$ cat src/rtl/alu_pkg.sv
// alu_pkg: shared types and sizing helpers for the serial ALU.
package alu_pkg;
  typedef enum logic [1:0] {OP_ADD = 2'b00, OP_SUB = 2'b01, OP_CMP = 2'b10, OP_XOR = 2'b11} op_t;
  typedef enum logic [1:0] {S_IDLE, S_BUSY, S_DONE} state_t;
  function automatic int nchunk(input int width, input int digit);
    return width / digit;
  endfunction
  function automatic int cnt_w(input int n);
    return $clog2(n + 1);
  endfunction
endpackage

$ cat src/rtl/alu_digit_slice.sv
// alu_digit_slice: combinational DIGIT-bit add/sub with carry chain and chunk compare.
// Ports: a, b chunk operands; cin carry (ADD) or borrow (SUB) in; sub selects subtract;
//        s chunk result; cout carry or borrow out; gt/lt unsigned chunk compare.
module alu_digit_slice #(
  parameter int DIGIT = 4
) (
  input  logic [DIGIT-1:0] a,
  input  logic [DIGIT-1:0] b,
  input  logic             cin,
  input  logic             sub,
  output logic [DIGIT-1:0] s,
  output logic             cout,
  output logic             gt,
  output logic             lt
);
  logic [DIGIT:0] sum;
  // Subtract as a + ~b + !borrow; the adder carry is then the inverted borrow.
  assign sum  = {1'b0, a} + {1'b0, sub ? ~b : b} + {{DIGIT{1'b0}}, sub ^ cin};
  assign s    = sum[DIGIT-1:0];
  assign cout = sum[DIGIT] ^ sub;
  assign gt   = a > b;
  assign lt   = a < b;
endmodule

$ cat src/rtl/alu_serial_nb.sv
// alu_serial_nb: multi-cycle ADD/SUB/CMP/XOR ALU processing DIGIT bits per cycle, LSB chunk first.
// Ports: clk, rst_n (async, active low); in_valid/in_ready accept op, a, b (index 0 = MSB);
//        out_valid/out_ready hand off result, carry (carry or borrow), gt, lt, eq.
// Build option: define ALU_SAT_EN for saturating unsigned ADD/SUB results.
module alu_serial_nb
  import alu_pkg::*;
#(
  parameter int WIDTH = 8,
  parameter int DIGIT = 4
) (
  input  logic             clk,
  input  logic             rst_n,
  input  logic             in_valid,
  output logic             in_ready,
  input  logic [1:0]       op,
  input  logic [0:WIDTH-1] a,
  input  logic [0:WIDTH-1] b,
  output logic             out_valid,
  input  logic             out_ready,
  output logic [0:WIDTH-1] result,
  output logic             carry,
  output logic             gt,
  output logic             lt,
  output logic             eq
);
  localparam int NCHUNK = nchunk(WIDTH, DIGIT);
  localparam int CW = cnt_w(NCHUNK);
  if (WIDTH % DIGIT != 0) begin : g_bad_digit
    $error("WIDTH must be a multiple of DIGIT");
  end
  state_t           state_q, state_d;
  op_t              op_q, op_d;
  logic [WIDTH-1:0] a_q, a_d, b_q, b_d, res_q, res_d;
  logic [CW-1:0]    cnt_q, cnt_d;
  logic             carry_q, carry_d, gt_q, gt_d, lt_q, lt_d, eq_q, eq_d;
  logic [DIGIT-1:0] ca, cb, cs;
  logic             cout, cgt, clt, acc, last;
  // Operands are held whole and the active chunk is picked by the counter.
  assign ca   = a_q[cnt_q*DIGIT +: DIGIT];
  assign cb   = b_q[cnt_q*DIGIT +: DIGIT];
  assign last = cnt_q == CW'(NCHUNK - 1);
  alu_digit_slice #(.DIGIT(DIGIT)) u_slice (
    .a   (ca),
    .b   (cb),
    .cin (carry_q),
    .sub (op_q != OP_ADD),
    .s   (cs),
    .cout(cout),
    .gt  (cgt),
    .lt  (clt)
  );
  assign in_ready  = state_q == S_IDLE || (state_q == S_DONE && out_ready);
  assign acc       = in_valid && in_ready;
  assign out_valid = state_q == S_DONE;
  assign result    = res_q;
  assign carry     = carry_q;
  assign gt        = gt_q;
  assign lt        = lt_q;
  assign eq        = eq_q;
  always_comb begin
    state_d = state_q;
    op_d    = op_q;
    a_d     = a_q;
    b_d     = b_q;
    res_d   = res_q;
    cnt_d   = cnt_q;
    carry_d = carry_q;
    gt_d    = gt_q;
    lt_d    = lt_q;
    eq_d    = eq_q;
    if (acc) begin
      state_d = S_BUSY;
      op_d    = op_t'(op);
      a_d     = a;
      b_d     = b;
      cnt_d   = '0;
      carry_d = 1'b0;
      gt_d    = 1'b0;
      lt_d    = 1'b0;
      eq_d    = 1'b0;
    end else if (state_q == S_DONE && out_ready) begin
      state_d = S_IDLE;
    end else if (state_q == S_BUSY) begin
      res_d[cnt_q*DIGIT +: DIGIT] = op_q == OP_XOR ? ca ^ cb : cs;
      carry_d = op_q != OP_XOR && cout;
      // A differing higher chunk overrides whatever the lower chunks decided.
      if (ca != cb) begin
        gt_d = cgt;
        lt_d = clt;
      end
      cnt_d = cnt_q + 1'b1;
      if (last) begin
        state_d = S_DONE;
        eq_d    = !gt_d && !lt_d;
`ifdef ALU_SAT_EN
        if (op_q == OP_ADD && carry_d) res_d = '1;
        if (op_q == OP_SUB && carry_d) res_d = '0;
`endif
      end
    end
  end
  always_ff @(posedge clk or negedge rst_n) begin
    if (!rst_n) begin
      state_q <= S_IDLE;
      op_q    <= OP_ADD;
      a_q     <= '0;
      b_q     <= '0;
      res_q   <= '0;
      cnt_q   <= '0;
      carry_q <= 1'b0;
      gt_q    <= 1'b0;
      lt_q    <= 1'b0;
      eq_q    <= 1'b0;
    end else begin
      state_q <= state_d;
      op_q    <= op_d;
      a_q     <= a_d;
      b_q     <= b_d;
      res_q   <= res_d;
      cnt_q   <= cnt_d;
      carry_q <= carry_d;
      gt_q    <= gt_d;
      lt_q    <= lt_d;
      eq_q    <= eq_d;
    end
  end
endmodule
$ cat config.mk
export PLATFORM = sky130hd
export DESIGN_NAME = alu_serial_nb
export DESIGN_NICKNAME = d
export VERILOG_FILES = /design/src/rtl/alu_pkg.sv /design/src/rtl/alu_digit_slice.sv /design/src/rtl/alu_serial_nb.sv
export SDC_FILE = /design/constraint.sdc
export NUM_CORES = 1
export LEC_CHECK = 0
export CORE_MARGIN = 1.5
export CORE_UTILIZATION = 50
export CTS_CLUSTER_SIZE = 16
export DETAILED_ROUTE_END_ITERATION = 10
export DONT_BUFFER_PORTS = 1
export SYNTH_ARGS = -nofsm -noshare
export SYNTH_HDL_FRONTEND = slang
export SYNTH_SLANG_ARGS = --single-unit
$ cat constraint.sdc
create_clock -name clk -period 2.85 [get_ports clk]
set_input_delay 0.7125 -clock clk [delete_from_list [all_inputs] [get_ports clk]]
set_output_delay 0.7125 -clock clk [all_outputs]
set_load 0.05 [all_outputs]
# Yosys cells after proc, flatten, opt, wreduce, memory -nomap -nowiden

Index checks and enable logic that the tools add are counted.

Input port bits: 22
Word-level logic and storage cells: 81
Output and inout port bits: 14
Register bits after elaboration: 34

Equal/unequal tests: 7
Bitwise logic cells: 6
Add/subtract/negate cells: 4
Reductions and logical operators: 17
Order comparisons: 2
Muxes and demuxes: 31
Shift-type cells: 4

Operators by type and width:

| operator                 | count |
|---|---|
| $neg A4 Y34              | 1 |
| $shift A4 B34 Y8 const A | 1 |
| $shiftx A4 B34 Y8        | 1 |
| $mux W1                  | 21 |
| $shiftx A8 B5 Y4         | 2 |
| $mux W2                  | 7 |
| $bwmux W8                | 1 |
| $mux W4                  | 2 |
| $reduce_and A3 Y1        | 2 |
| $reduce_bool A2 Y1       | 3 |
| $reduce_bool A3 Y1       | 2 |
| $add A4 B4 Y5            | 1 |
| $add A5 B1 Y5            | 1 |
| $eq A2 B1 Y1 const B     | 2 |
| $eq A2 B2 Y1 const B     | 2 |
| $gt A4 B4 Y1             | 1 |
| $logic_and A1 B1 Y1      | 4 |
| $lt A4 B4 Y1             | 1 |
| $ne A2 B2 Y1 const B     | 2 |
| $ne A4 B4 Y1             | 1 |
| $not A4 Y4               | 1 |
| $reduce_and A2 Y1        | 2 |
| $xor A4 B4 Y4            | 1 |
| $add A2 B1 Y2 const B    | 1 |
| other kinds (5)          | 8 |

# Longest topological paths before layout

Depth after elaboration: 12
Depth in mapped cells: 11
Mapped depth without buffers: 10

# Hierarchy

From an unflattened synthesis, not the netlist that was laid out.

Cells, all modules: 231
Area total of the unflattened synthesis: 2001.9 µm²

By module, submodules not included:

| module          | instances | cells each | area each (µm²) | seq. area each (µm²) |
|---|---|---|---|---|
| alu_serial_nb   | 1         | 195        | 1705.4          | 850.8 |
| alu_digit_slice | 1         | 36         | 296.5           | 0.0 |

# Worst setup path before layout

OpenSTA, ideal clock, no wires.

Kind: register to register
From: register cnt_q[0]
To: register res_q[3], in the netlist result[4]
Setup time: 127 ps
Arrival: 2277 ps
Period minus slack after synthesis: 2404 ps
Stages on the path, launching flop included: 10
Slack: 446 ps
Path buffers: 1
Required time: 2723 ps
Cells stage by stage: dfrtp_1 -> buf_2 -> mux2_2 -> nand2_1 -> xor2_1 -> ha_1 -> and3b_1 -> or3_1 -> a31oi_1 -> o31ai_1

Longest elaborated chain between the ends: 8
Elaborated cells on any way between the ends: 12
Those cells by class: add/sub: 3; shift: 4; mux: 3; bitwise: 2

RTL lines:

| what                     | line                  | source |
|---|---|---|
| start: declaration       | alu_serial_nb.sv:34   | `logic [CW-1:0] cnt_q, cnt_d;` |
| start signal: assignment | alu_serial_nb.sv:120  | `cnt_q <= cnt_d;` |
| $shiftx A8 B5 Y4         | alu_serial_nb.sv:40   | `assign cb = b_q[cnt_q*DIGIT +: DIGIT];` |
| $not A4 Y4               | alu_digit_slice.sv:18 | `assign sum = {1'b0, a} + {1'b0, sub ? ~b : b} + {{DIGIT{1'b0}}, sub ^ cin};` |
| $mux W4                  | alu_digit_slice.sv:18 |  |
| $add A4 B4 Y5            | alu_digit_slice.sv:18 |  |
| $add A5 B1 Y5            | alu_digit_slice.sv:18 |  |
| $mux W4                  | alu_serial_nb.sv:84   | `res_d[cnt_q*DIGIT +: DIGIT] = op_q == OP_XOR ? ca ^ cb : cs;` |
| $shiftx A4 B34 Y8        | alu_serial_nb.sv:84   |  |
| $bwmux W8 (*)            | alu_serial_nb.sv:84   |  |
| end signal: assignment   | alu_serial_nb.sv:119  | `res_q <= res_d;` |
| end: declaration         | alu_serial_nb.sv:33   | `logic [WIDTH-1:0] a_q, a_d, b_q, b_d, res_q, res_d;` |

Every way passes the cells marked *; elsewhere a longest branch is shown, timed or not.
A chain may end at the register's enable or synchronous reset.

# Final worst setup path

From: register op_q[1]
To: register carry_q, in the netlist carry

Longest elaborated chain between the ends: 9
Elaborated cells on any way between the ends: 11
Those cells by class: add/sub: 2; eq/ne: 1; mux: 4; bitwise: 2; reduce/logical: 2

RTL lines:

| what                     | line                  | source |
|---|---|---|
| start: declaration       | alu_serial_nb.sv:32   | `op_t op_q, op_d;` |
| start signal: assignment | alu_serial_nb.sv:116  | `op_q <= op_d;` |
| $reduce_bool A2 Y1       | alu_serial_nb.sv:46   | `.sub (op_q != OP_ADD),` |
| $mux W4                  | alu_digit_slice.sv:18 |  |
| $add A4 B4 Y5            | alu_digit_slice.sv:18 |  |
| $add A5 B1 Y5            | alu_digit_slice.sv:18 |  |
| $xor A1 B1 Y1            | alu_digit_slice.sv:20 | `assign cout = sum[DIGIT] ^ sub;` |
| $logic_and A1 B1 Y1 (*)  | alu_serial_nb.sv:85   | `carry_d = op_q != OP_XOR && cout;` |
| $mux W1 (*)              | alu_serial_nb.sv:83   | `end else if (state_q == S_BUSY) begin` |
| $mux W1 (*)              | alu_serial_nb.sv:81   | `end else if (state_q == S_DONE && out_ready) begin` |
| $mux W1 (*)              | alu_serial_nb.sv:71   | `if (acc) begin` |
| end signal: assignment   | alu_serial_nb.sv:121  | `carry_q <= carry_d;` |
| end: declaration         | alu_serial_nb.sv:35   | `logic carry_q, carry_d, gt_q, gt_d, lt_q, lt_d, eq_q, eq_d;` |

Every way passes the cells marked *; elsewhere a longest branch is shown, timed or not. The select of a mux whose other input is x is not followed.

==> impl_metrics.tcl <==
set metrics [dict create \
    syn_area_sq_um 1850 \
    synth-async-reset-ratio_pct 100 \
    yosysMostFrequentCell "dfrtp_1" \
    synth_top_family_by_area "multiplexers" \
    cts_setup_buffers 0 \
    rsz0062_at_grt "no" \
    ioPinCount 36 \
    antenna_found_initial 0 \
    seq_area_sq_um 851 \
    min_period_ns 2.59 \
    synthToLayoutAreaGrowth_pct 9.41 \
    avgRoutedWirePerCell_um 16.4 \
    core_area_sq_um 3440 \
    ctsResizeCount 0 \
    via_per_inst 5.64 \
    setup_viol 0 \
    synth_cells 165 \
    num_vias 1246 \
    multi_input_area_sq_um 951 \
    ys_ff_latch 34 \
    cts_tree "built" \
    syn_nets 201 \
    syn_area_per_cell_sq_um 11.2 \
    grt_max_degree 35 \
    crit_slowest_cell "nor2_1" \
    cts_hold_buf 0 \
    gr-total-overflow 0 \
    synthMuxAreaShare_pct 16.1 \
    cts_inserted_buffers 5 \
    worstSetupPathType "flop to flop" \
    clkTransAtPathRegs_ns 0.07 \
    start_util_pct 53.7 \
    synthAdderAreaFrac_pct 10.3 \
    synth_top_area_share_pct 46.0 \
    status "finished clean" \
    cts_buffer_depth 2 \
    finalNetCount 210 \
    gp_congestion 0.959 \
    htree_num_levels 2 \
    rows 21 \
    drc_errors 0 \
    holdCritPathClass "input pin to async pin" \
    ys_types 31 \
    drt_first_pass_iters 4 \
    max-cap-violations 0 \
    timing.fmax_ghz 0.386 \
    finalHoldViolCount 0 \
    n_antenna_cell 0 \
    cp_max_fo 6 \
    finalWirelength_um 3620 \
    cts-root-buf "clkbuf_8" \
    cp_data_required_time_ns 3.02 \
    worst_pin_slew_ns 0.618 \
    fin_skew_ns 0.00345 \
    yosysSeqAreaShare_pct 46.0 \
    detail-route-antenna-nets 0 \
    synthFlopType "dfrtp_1" \
    synth-simple-area-share_pct 11.3 \
    grt_pass1_vias 1270 \
    synth_compound_area_share_pct 10.9 \
    timing.setup.tns_ns 0 \
    clkLatencyLatePin_ns 0.28 \
    drive_gt1_share_pct 20.6 \
    fp.dieW_um 63.8 \
    cp_common_cell "fa_1" \
    synthTopCellsByArea "dfrtp_1, mux2_2, ha_1" \
    yosys.area.top_type "dfrtp_1" \
    grt_pass1_wl_um 6170 \
    drtIter0Drc 96 \
    die_h_um 63.8 \
    die_area_sq_um 4070 \
    grt_util_all_layers_pct 20.0 \
    end_kind "flop" \
    slew_violations 0 \
    relSlewSlack_pct 58.4 \
    synth_edf_count 0 \
    fillers 306 \
    port_buffers 0 \
    startpoint_type "flop" \
    fin_crit_sh_pct 90.9 \
    critical_path.max_stage_delay_ns 0.47 \
    ys_warn_count 0 \
    crit_chain "nor2_1 > xor2_1 > fa_1 > inv_1 > fa_1 > a21o_1 > a21oi_1 > nand3b_1 > nand3_1" \
    synth_xor_area_share_pct 2.84 \
    clock_sinks 34 \
    synth_common_cells "dfrtp_1, mux2_2, nand2_1" \
    crit_arrival_ns 2.76 \
    place_hpwl_um 2800 \
]
-- path summary, 6_finish.rpt --
kind                          from   endpoint  slack, ns  depth (start not counted)
hold reg to reg             b_q[4]     b_q[4]       0.50                          1
max in group asynchronous    rst_n  result[0]       2.64                          0
min in group clk            b_q[4]     b_q[4]       0.50                          1
setup / recovery           op_q[1]      carry       0.26                          9
setup reg to reg           op_q[1]      carry       0.26                          9
hold / removal               rst_n         gt       0.12                          0
-- placed cells by master (no fill, tap or decap) --
cell type,count
mux2_2,22
fa_1,2
a21o_1,3
o2bb2ai_1,1
a211oi_2,1
nand3b_1,2
dfrtp_1,34
a21oi_1,7
or3_1,1
nand2_1,19
o31ai_1,2
nor3b_1,1
a22o_1,6
nand3_1,1
nor2b_1,2
a31oi_1,1
xor2_1,6
clkbuf_8,6
and3b_1,1
o21ai_0,6
a2bb2oi_1,1
nand4b_1,1
nand2b_1,2
clkbuf_1,1
nand4_1,1
ha_1,12
nor4_1,1
mux2i_1,5
inv_1,7
or4_1,1
a32o_1,1
buf_4,6
nor2_1,11
clkinv_2,1
-- worst max-delay path: cells and delay by family, from the launching register on --
kind	cells	cell delay, ns
adders and majority gates	2	0.63
DFF	1	0.43
AOI/OAI and AO/OA	2	0.42
and+or+nand+nor	3	0.68
xor gates and xnor gates	1	0.27
buffers and inverters	1	0.05
-- cell families after synthesis --
kind of cell               Yosys count
and+or+nand+nor                     44
xor gates and xnor gates             6
muxes                               27
DFF                                 34
AOI/OAI and AO/OA                   29
buffers and inverters               11
adders and majority gates           14
-- registers in the layout, indices dropped and copies added, names as in the netlist --
signal and count:
a_q 8, b_q 8, carry 1, cnt_q 2, eq 1, gt 1
lt 1, op_q 2, result 8, state_q 2
-- per-layer routing --
layer / up-vias / track usage, % / share of wire, %
li1: 601 / - / -
met1: 603 / 24.4 / 43
met2: 34 / 33.7 / 51
met3: 8 / 4.23 / 4.2
met4: 0 / 9.51 / 1.9
met5: - / 0 / 0
-- metrics by stage --
stage / std cells / setup WS (ns) / instance area (sq um) / utilization [%] / hold WS (ns)
6_report: 221 / 0.260 / 2020 / 58.7 / 0.118
5_1_grt: 221 / 0.0633 / 2020 / 58.7 / 0.101
4_1_cts: 221 / 0.202 / 2020 / 58.7 / 0.111
3_5_place_dp: 213 / 0.208 / 1930 / 56.1 / 0.418
3_3_place_gp: 213 / 0.173 / 1930 / 56.1 / 0.418
2_1_floorplan: 165 / 0.446 / 1850 / - / 0.417
-- area by class of cell --
type | instances | share of cell area, %
Multi-Input combinational cell | 120 | 47.0
Sequential cell | 34 | 42.1
Clock buffer | 7 | 4.27
Clock inverter | 1 | 0.248
Tap cell | 46 | 2.85
Inverter | 7 | 1.30
Timing Repair Buffer | 6 | 2.23
Power is left out: the tool's default activity adds up to more than one toggle a clock period on the data nets, which glitch-free logic cannot reach.
